--- src/rtl/framebuffer_arbiter.sv ---
`default_nettype none
// ============================================================================
// Module   : framebuffer_arbiter
// Purpose  : Round-robin sharing of one framebuffer write port among N_REQ
//            pixel producers, plus a hardware frame-clear sequencer that
//            sweeps the whole frame with a single colour.
// Revision : 1.0 - initial release
// ============================================================================
module framebuffer_arbiter #(
   parameter int N_REQ   = 2,
   parameter int HEIGHT  = 480,
   parameter int WIDTH   = 640,
   parameter int ADDR_W  = 19,
   parameter int PIXEL_W = 32
) (
   input  logic                       clock,
   input  logic                       reset_n,
   input  logic [N_REQ-1:0]           req_valid,
   input  logic [N_REQ*ADDR_W-1:0]    req_address,
   input  logic [N_REQ*PIXEL_W-1:0]   req_data,
   output logic [N_REQ-1:0]           req_ready,
   input  logic                       clear_start,
   input  logic [PIXEL_W-1:0]         clear_color,
   output logic                       clear_busy,
   output logic                       clear_done,
   output logic                       fb_we,
   output logic [ADDR_W-1:0]          fb_address,
   output logic [PIXEL_W-1:0]         fb_data,
   output logic                       drop
);

   localparam int TOTAL = HEIGHT * WIDTH;
   localparam int CNT_W = (TOTAL > 1) ? $clog2(TOTAL) : 1;
   localparam int LG_W  = (N_REQ > 1) ? $clog2(N_REQ) : 1;
   localparam logic [CNT_W-1:0] LAST_PIX  = CNT_W'(TOTAL - 1);
   localparam logic [ADDR_W:0]  TOTAL_EXT = (ADDR_W + 1)'(TOTAL);
   // A one-pixel frame finishes on the very first clear write.
   localparam logic             ONE_PIX   = (TOTAL == 1);

   typedef enum logic [0:0] {
      ST_ARB   = 1'b0,
      ST_CLEAR = 1'b1
   } state_t;

   state_t              state;
   state_t              state_next;
   logic [LG_W-1:0]     last_grant;
   logic [CNT_W-1:0]    sweep_cnt;
   logic [CNT_W-1:0]    sweep_cnt_inc;
   logic [PIXEL_W-1:0]  clear_color_q;

   logic [N_REQ-1:0]    grant;
   logic [LG_W-1:0]     winner;
   logic                hit;
   logic [ADDR_W-1:0]   sel_address;
   logic [PIXEL_W-1:0]  sel_data;
   logic                in_range;
   logic                sweep_last;

   // Round-robin search starting just after the previous winner; a clear
   // request or an active sweep blocks every requester.
   always_comb begin
      int idx;
      idx         = 0;
      grant       = '0;
      winner      = last_grant;
      hit         = 1'b0;
      sel_address = '0;
      sel_data    = '0;
      if (state == ST_ARB && !clear_start) begin
         for (int k = 1; k <= N_REQ; k++) begin
            idx = (int'(last_grant) + k) % N_REQ;
            if (!hit && req_valid[idx]) begin
               hit         = 1'b1;
               grant[idx]  = 1'b1;
               winner      = LG_W'(idx);
               sel_address = req_address[idx*ADDR_W +: ADDR_W];
               sel_data    = req_data[idx*PIXEL_W +: PIXEL_W];
            end
         end
      end
   end

   assign req_ready     = grant;
   assign in_range      = ({1'b0, sel_address} < TOTAL_EXT);
   assign sweep_cnt_inc = sweep_cnt + 1'b1;
   assign sweep_last    = (sweep_cnt == LAST_PIX);

   // State register.
   always_ff @(posedge clock or negedge reset_n) begin
      if (!reset_n) begin
         state <= ST_ARB;
      end else begin
         state <= state_next;
      end
   end

   // Next-state: enter CLEAR on a request, leave once the last pixel's write
   // has been on the port for its cycle.
   always_comb begin
      state_next = state;
      if (state == ST_ARB) begin
         if (clear_start) begin
            state_next = ST_CLEAR;
         end
      end else begin
         if (sweep_last) begin
            state_next = ST_ARB;
         end
      end
   end

   // Registered write port. The first clear write is loaded on the same edge
   // that accepts clear_start, so sweep_cnt always equals the address that is
   // currently presented on fb_address while sweeping.
   always_ff @(posedge clock or negedge reset_n) begin
      if (!reset_n) begin
         fb_we         <= 1'b0;
         fb_address    <= '0;
         fb_data       <= '0;
         clear_busy    <= 1'b0;
         clear_done    <= 1'b0;
         drop          <= 1'b0;
         last_grant    <= LG_W'(N_REQ - 1);
         sweep_cnt     <= '0;
         clear_color_q <= '0;
      end else if (state == ST_ARB) begin
         if (clear_start) begin
            clear_color_q <= clear_color;
            sweep_cnt     <= '0;
            fb_we         <= 1'b1;
            fb_address    <= '0;
            fb_data       <= clear_color;
            clear_busy    <= 1'b1;
            clear_done    <= ONE_PIX;
            drop          <= 1'b0;
         end else if (hit) begin
            last_grant <= winner;
            clear_busy <= 1'b0;
            clear_done <= 1'b0;
            if (in_range) begin
               fb_we      <= 1'b1;
               fb_address <= sel_address;
               fb_data    <= sel_data;
               drop       <= 1'b0;
            end else begin
               fb_we <= 1'b0;
               drop  <= 1'b1;
            end
         end else begin
            fb_we      <= 1'b0;
            drop       <= 1'b0;
            clear_busy <= 1'b0;
            clear_done <= 1'b0;
         end
      end else begin
         drop <= 1'b0;
         if (sweep_last) begin
            fb_we      <= 1'b0;
            clear_busy <= 1'b0;
            clear_done <= 1'b0;
         end else begin
            sweep_cnt  <= sweep_cnt_inc;
            fb_we      <= 1'b1;
            fb_address <= ADDR_W'(sweep_cnt_inc);
            fb_data    <= clear_color_q;
            clear_busy <= 1'b1;
            clear_done <= (sweep_cnt_inc == LAST_PIX);
         end
      end
   end

endmodule
`default_nettype wire
--- config.mk ---
export PLATFORM = sky130hd
export DESIGN_NAME = framebuffer_arbiter
export DESIGN_NICKNAME = d
export VERILOG_FILES = /design/src/rtl/framebuffer_arbiter.sv
export SDC_FILE = /design/constraint.sdc
export NUM_CORES = 1
export LEC_CHECK = 0
export CAP_MARGIN = 10
export CORE_ASPECT_RATIO = 0.75
export CORE_MARGIN = 5
export CORE_UTILIZATION = 50
export CTS_BUF_LIST = sky130_fd_sc_hd__clkbuf_16
export CTS_CLUSTER_SIZE = 30
export DETAILED_ROUTE_END_ITERATION = 6
export GPL_TIMING_DRIVEN = 0
export PLACE_DENSITY = 0.84
export REMOVE_ABC_BUFFERS = 1
export SETUP_SLACK_MARGIN = 0.5
export SLEW_MARGIN = 15
export SYNTH_ARGS = -nofsm -noshare
export SYNTH_HDL_FRONTEND = slang
export SYNTH_SLANG_ARGS = --single-unit
--- constraint.sdc ---
create_clock -name clock -period 5.3 [get_ports clock]
set_input_delay 1.59 -clock clock [delete_from_list [all_inputs] [get_ports clock]]
set_output_delay 1.59 -clock clock [all_outputs]
set_load 0.01 [all_outputs]
==> impl_metrics.csv <==
group,metric,value,unit
run_status,status,"complete, no violations",
layout,n_antenna_cell,0,
worst_setup_path,crit_fanout,28,
global_route,grt_overflow_total,0,
placement,gp_congestion,0.885,
synth,syn-instance-count,581,
timing,finalSetupViolCount,0,
timing,setup_tns,0,ns
placement,placed_cells,891,
worst_setup_path,crit_path_end_kind,"register",
cts,cts.sinks,107,
timing,report.final.hold_viol_count,0,
timing,maxSlewViolCount,0,
synth,synth.top_cells.by_count,"nand2_1 (161), dfrtp_1 (106), a22oi_1 (47), mux2_4 (46), o211ai_1 (32)",
global_route,grt_pass1_wl,27.2,mm
synth,synth-seq-area-share,0.463,
die,num_io_pins,196,
timing,relSlewSlack,0.406,
synth,ys_ff_latch,107,
timing,worst_pin_slew,0.888,ns
global_route,grt_antenna_before_repair,0,
synth,ys.flop_type,"dfrtp_1",
flow_run,drv_cap,0,
placement,detailed_place_hpwl,12.3,mm
synth,synth.area.top_cells,"dfrtp_1 (46%), mux2_4 (12%), nand2_1 (10%)",
synth,syn_area,5780,um2
timing,clock.fmax,219,MHz
cts,clock_path_buffers,2,
cts,clkTransAtPathRegs,0.07,ns
synth,synth-edff-count,0,
route,drt_iter0_drc,424,
layout,stdcell_count,908,
synth,synth_top_cell_by_area,"dfrtp_1",
power_and_ir_drop,pwr_density_cell,293,nW/um2
route,wl_per_cell,18.9,um
cts,ctsHoldBuffers,0,
layout,final_net_count,901,
worst_setup_path,cp.arrival,4.80,ns
synth,syn_avg_cell_area,9.95,um2
route,drcViolationCount,0,
cts,cts_root_buf,"clkbuf_16",
route,vias,5230,
global_route,grt_pass1_vias,5510,
route,drtPass1Iterations,5,
layout,syn2layout_area_growth,44.3,%
die,die_h,103,um
timing,rsz0062_at_grt,"false",
global_route,grt_max_degree,56,
die,die_area,13800,um2
route,ant_nets,0,
synth,netlist-cell-type-count,53,
cts,tritoncts,"yes",
synth,yosysMostFrequentCell,"nand2_1",
cts,insertion_delay,0.34,ns
placement,portBuffers,195,
worst_setup_path,worst-setup-path-type,"input port to register",
hold_path,hold_class,"register to register",
timing,finalCritPeriodShare,0.863,
die,core-area,11400,um2
die,die_w,134,um
layout,n_fill_cell,760,
global_route,grt_usage,0.247,
synth,yosys_warnings,0,
power_and_ir_drop,p_leak,3.80,nW
timing,fin_skew,0.00723,ns
layout,drive_gt1_frac,0.120,
power_and_ir_drop,ir_worst_vdd,0.000190,V
die,placementRows,34,
timing,post-route-min-period,4.57,ns
worst_setup_path,cp.required,5.53,ns
route,viasPerCell,5.76,
cts,numCtsBuffers,9,
synth,postSynth.asyncResetShare,1.00,
route,wirelength,17.2,mm
cts,cts-htree-levels,3,
synth,synth_top_area_frac,0.459,
die,initial_core_util,0.505,
worst_setup_path,crit_path_start_kind,"input port",
layout,post-route-util,0.729,
==> flip-flops by register name (all words and copies together), names as in the netlist <==
| name | flops |
|---|---|
| fb_we | 1 |
| fb_data | 32 |
| clear_done | 1 |
| clear_color_q | 32 |
| drop | 1 |
| fb_address | 19 |
| last_grant | 1 |
| clear_busy | 1 |
| sweep_cnt | 19 |
==> cell usage in the layout (no fill, tap or decap), drive strengths merged, types with 2 or more instances in the layout <==
cell type,instances
or3,2
and2,3
bufinv,2
clkbuf,10
o32a,2
o211ai,32
mux2,48
buf,11
o22ai,8
clkinv,4
nand2b,3
a22o,3
and3,3
clkdlybuf4s50,192
nand2,161
nand3b,2
nor3,5
a22oi,47
xor2,5
o221a,3
ha,2
a21o,4
o21ai,21
nand3,7
inv,6
and4,2
a21oi,5
nand4,6
nor2,19
xnor2,13
a32o,3
nor2b,2
a31oi,2
dlymetal6s2s,2
dfrtp,106
nor4,5
==> path summary, 6_finish.rpt <==
kind,startpoint,end,slack (ns),cells after the start
max,req_valid[0],fb_data[20],0.73,10
min,clear_color_q[25],clear_color_q[25],0.48,2
max reg2reg,clear_busy,fb_data[20],2.19,8
min reg2reg,clear_color_q[25],clear_color_q[25],0.48,2
max in group asynchronous,reset_n,fb_address[4],3.45,2
min in group asynchronous,reset_n,clear_color_q[19],1.21,1
==> power breakdown <==
group          total, W  leakage (nW)  switching (W)  internal [W]
sequential      0.00106          1.34       0.000113      0.000944
clock          0.000707         0.149       0.000299      0.000409
combinational  0.000679          2.31       0.000271      0.000408
==> cells by family (layout without fill, tap and decap cells) <==
family	after synthesis	in the layout	share of synthesized area
simple gates	222	222	0.168
compound gates	138	138	0.175
xor+xnor	18	18	0.0273
mux	49	49	0.125
fa+ha+maj	2	2	0.00433
flops	107	107	0.463
buf+inv	45	228	0.0368
==> layer usage <==
layer	global-route usage	wire length, um	vias to the layer above
met5	0	0	-
met4	0.0743	225	0
met3	0.0551	1340	22
met2	0.409	8030	255
met1	0.329	7560	2526
li1	-	-	2427
==> through the flow <==
| step | worst slack (ns) | total power, W | cell area (um2) | hold WS (ns) |
|---|---|---|---|---|
| CTS | 0.502 | 0.00246 | 8310 | 0.479 |
| finish | 0.727 | 0.00244 | 8350 | 0.478 |
| floorplan | 0.874 | 0.00139 | 5600 | 0.446 |
| detailed placement | 0.244 | 0.00175 | 7980 | 0.462 |
| global placement | -1.38 | 0.00171 | 7730 | 0.458 |
| global route | 0.586 | 0.00257 | 8350 | 0.500 |
==> area by class of cell <==
cell class	count	area, um2	area share
tap	144	180	0.0216
multi-input combinational	429	2930	0.351
timing repair buffer	206	2220	0.266
clock buffer	9	225	0.0270
sequential	107	2680	0.321
clock inverter	6	81.3	0.00975
inverter	7	28.8	0.00345
==> timing repair <==
action                     in CTS  in global routing
setup endpoints to repair       2                  2
setup buffers                   1                  0
gates cloned                    0                  1
resized for setup               4                  3
==> worst max-delay path, stage by stage <==
cell	delay, ns
clkdlybuf4s50_1	0.62
a21boi_4	0.77
buf_16	0.25
a32o_1	0.18
nand3_1	0.13
o21ai_2	0.29
a21oi_4	0.18
buf_16	0.29
buf_16	0.17
mux2_4	0.30
(Power assumes the default switching activity.)
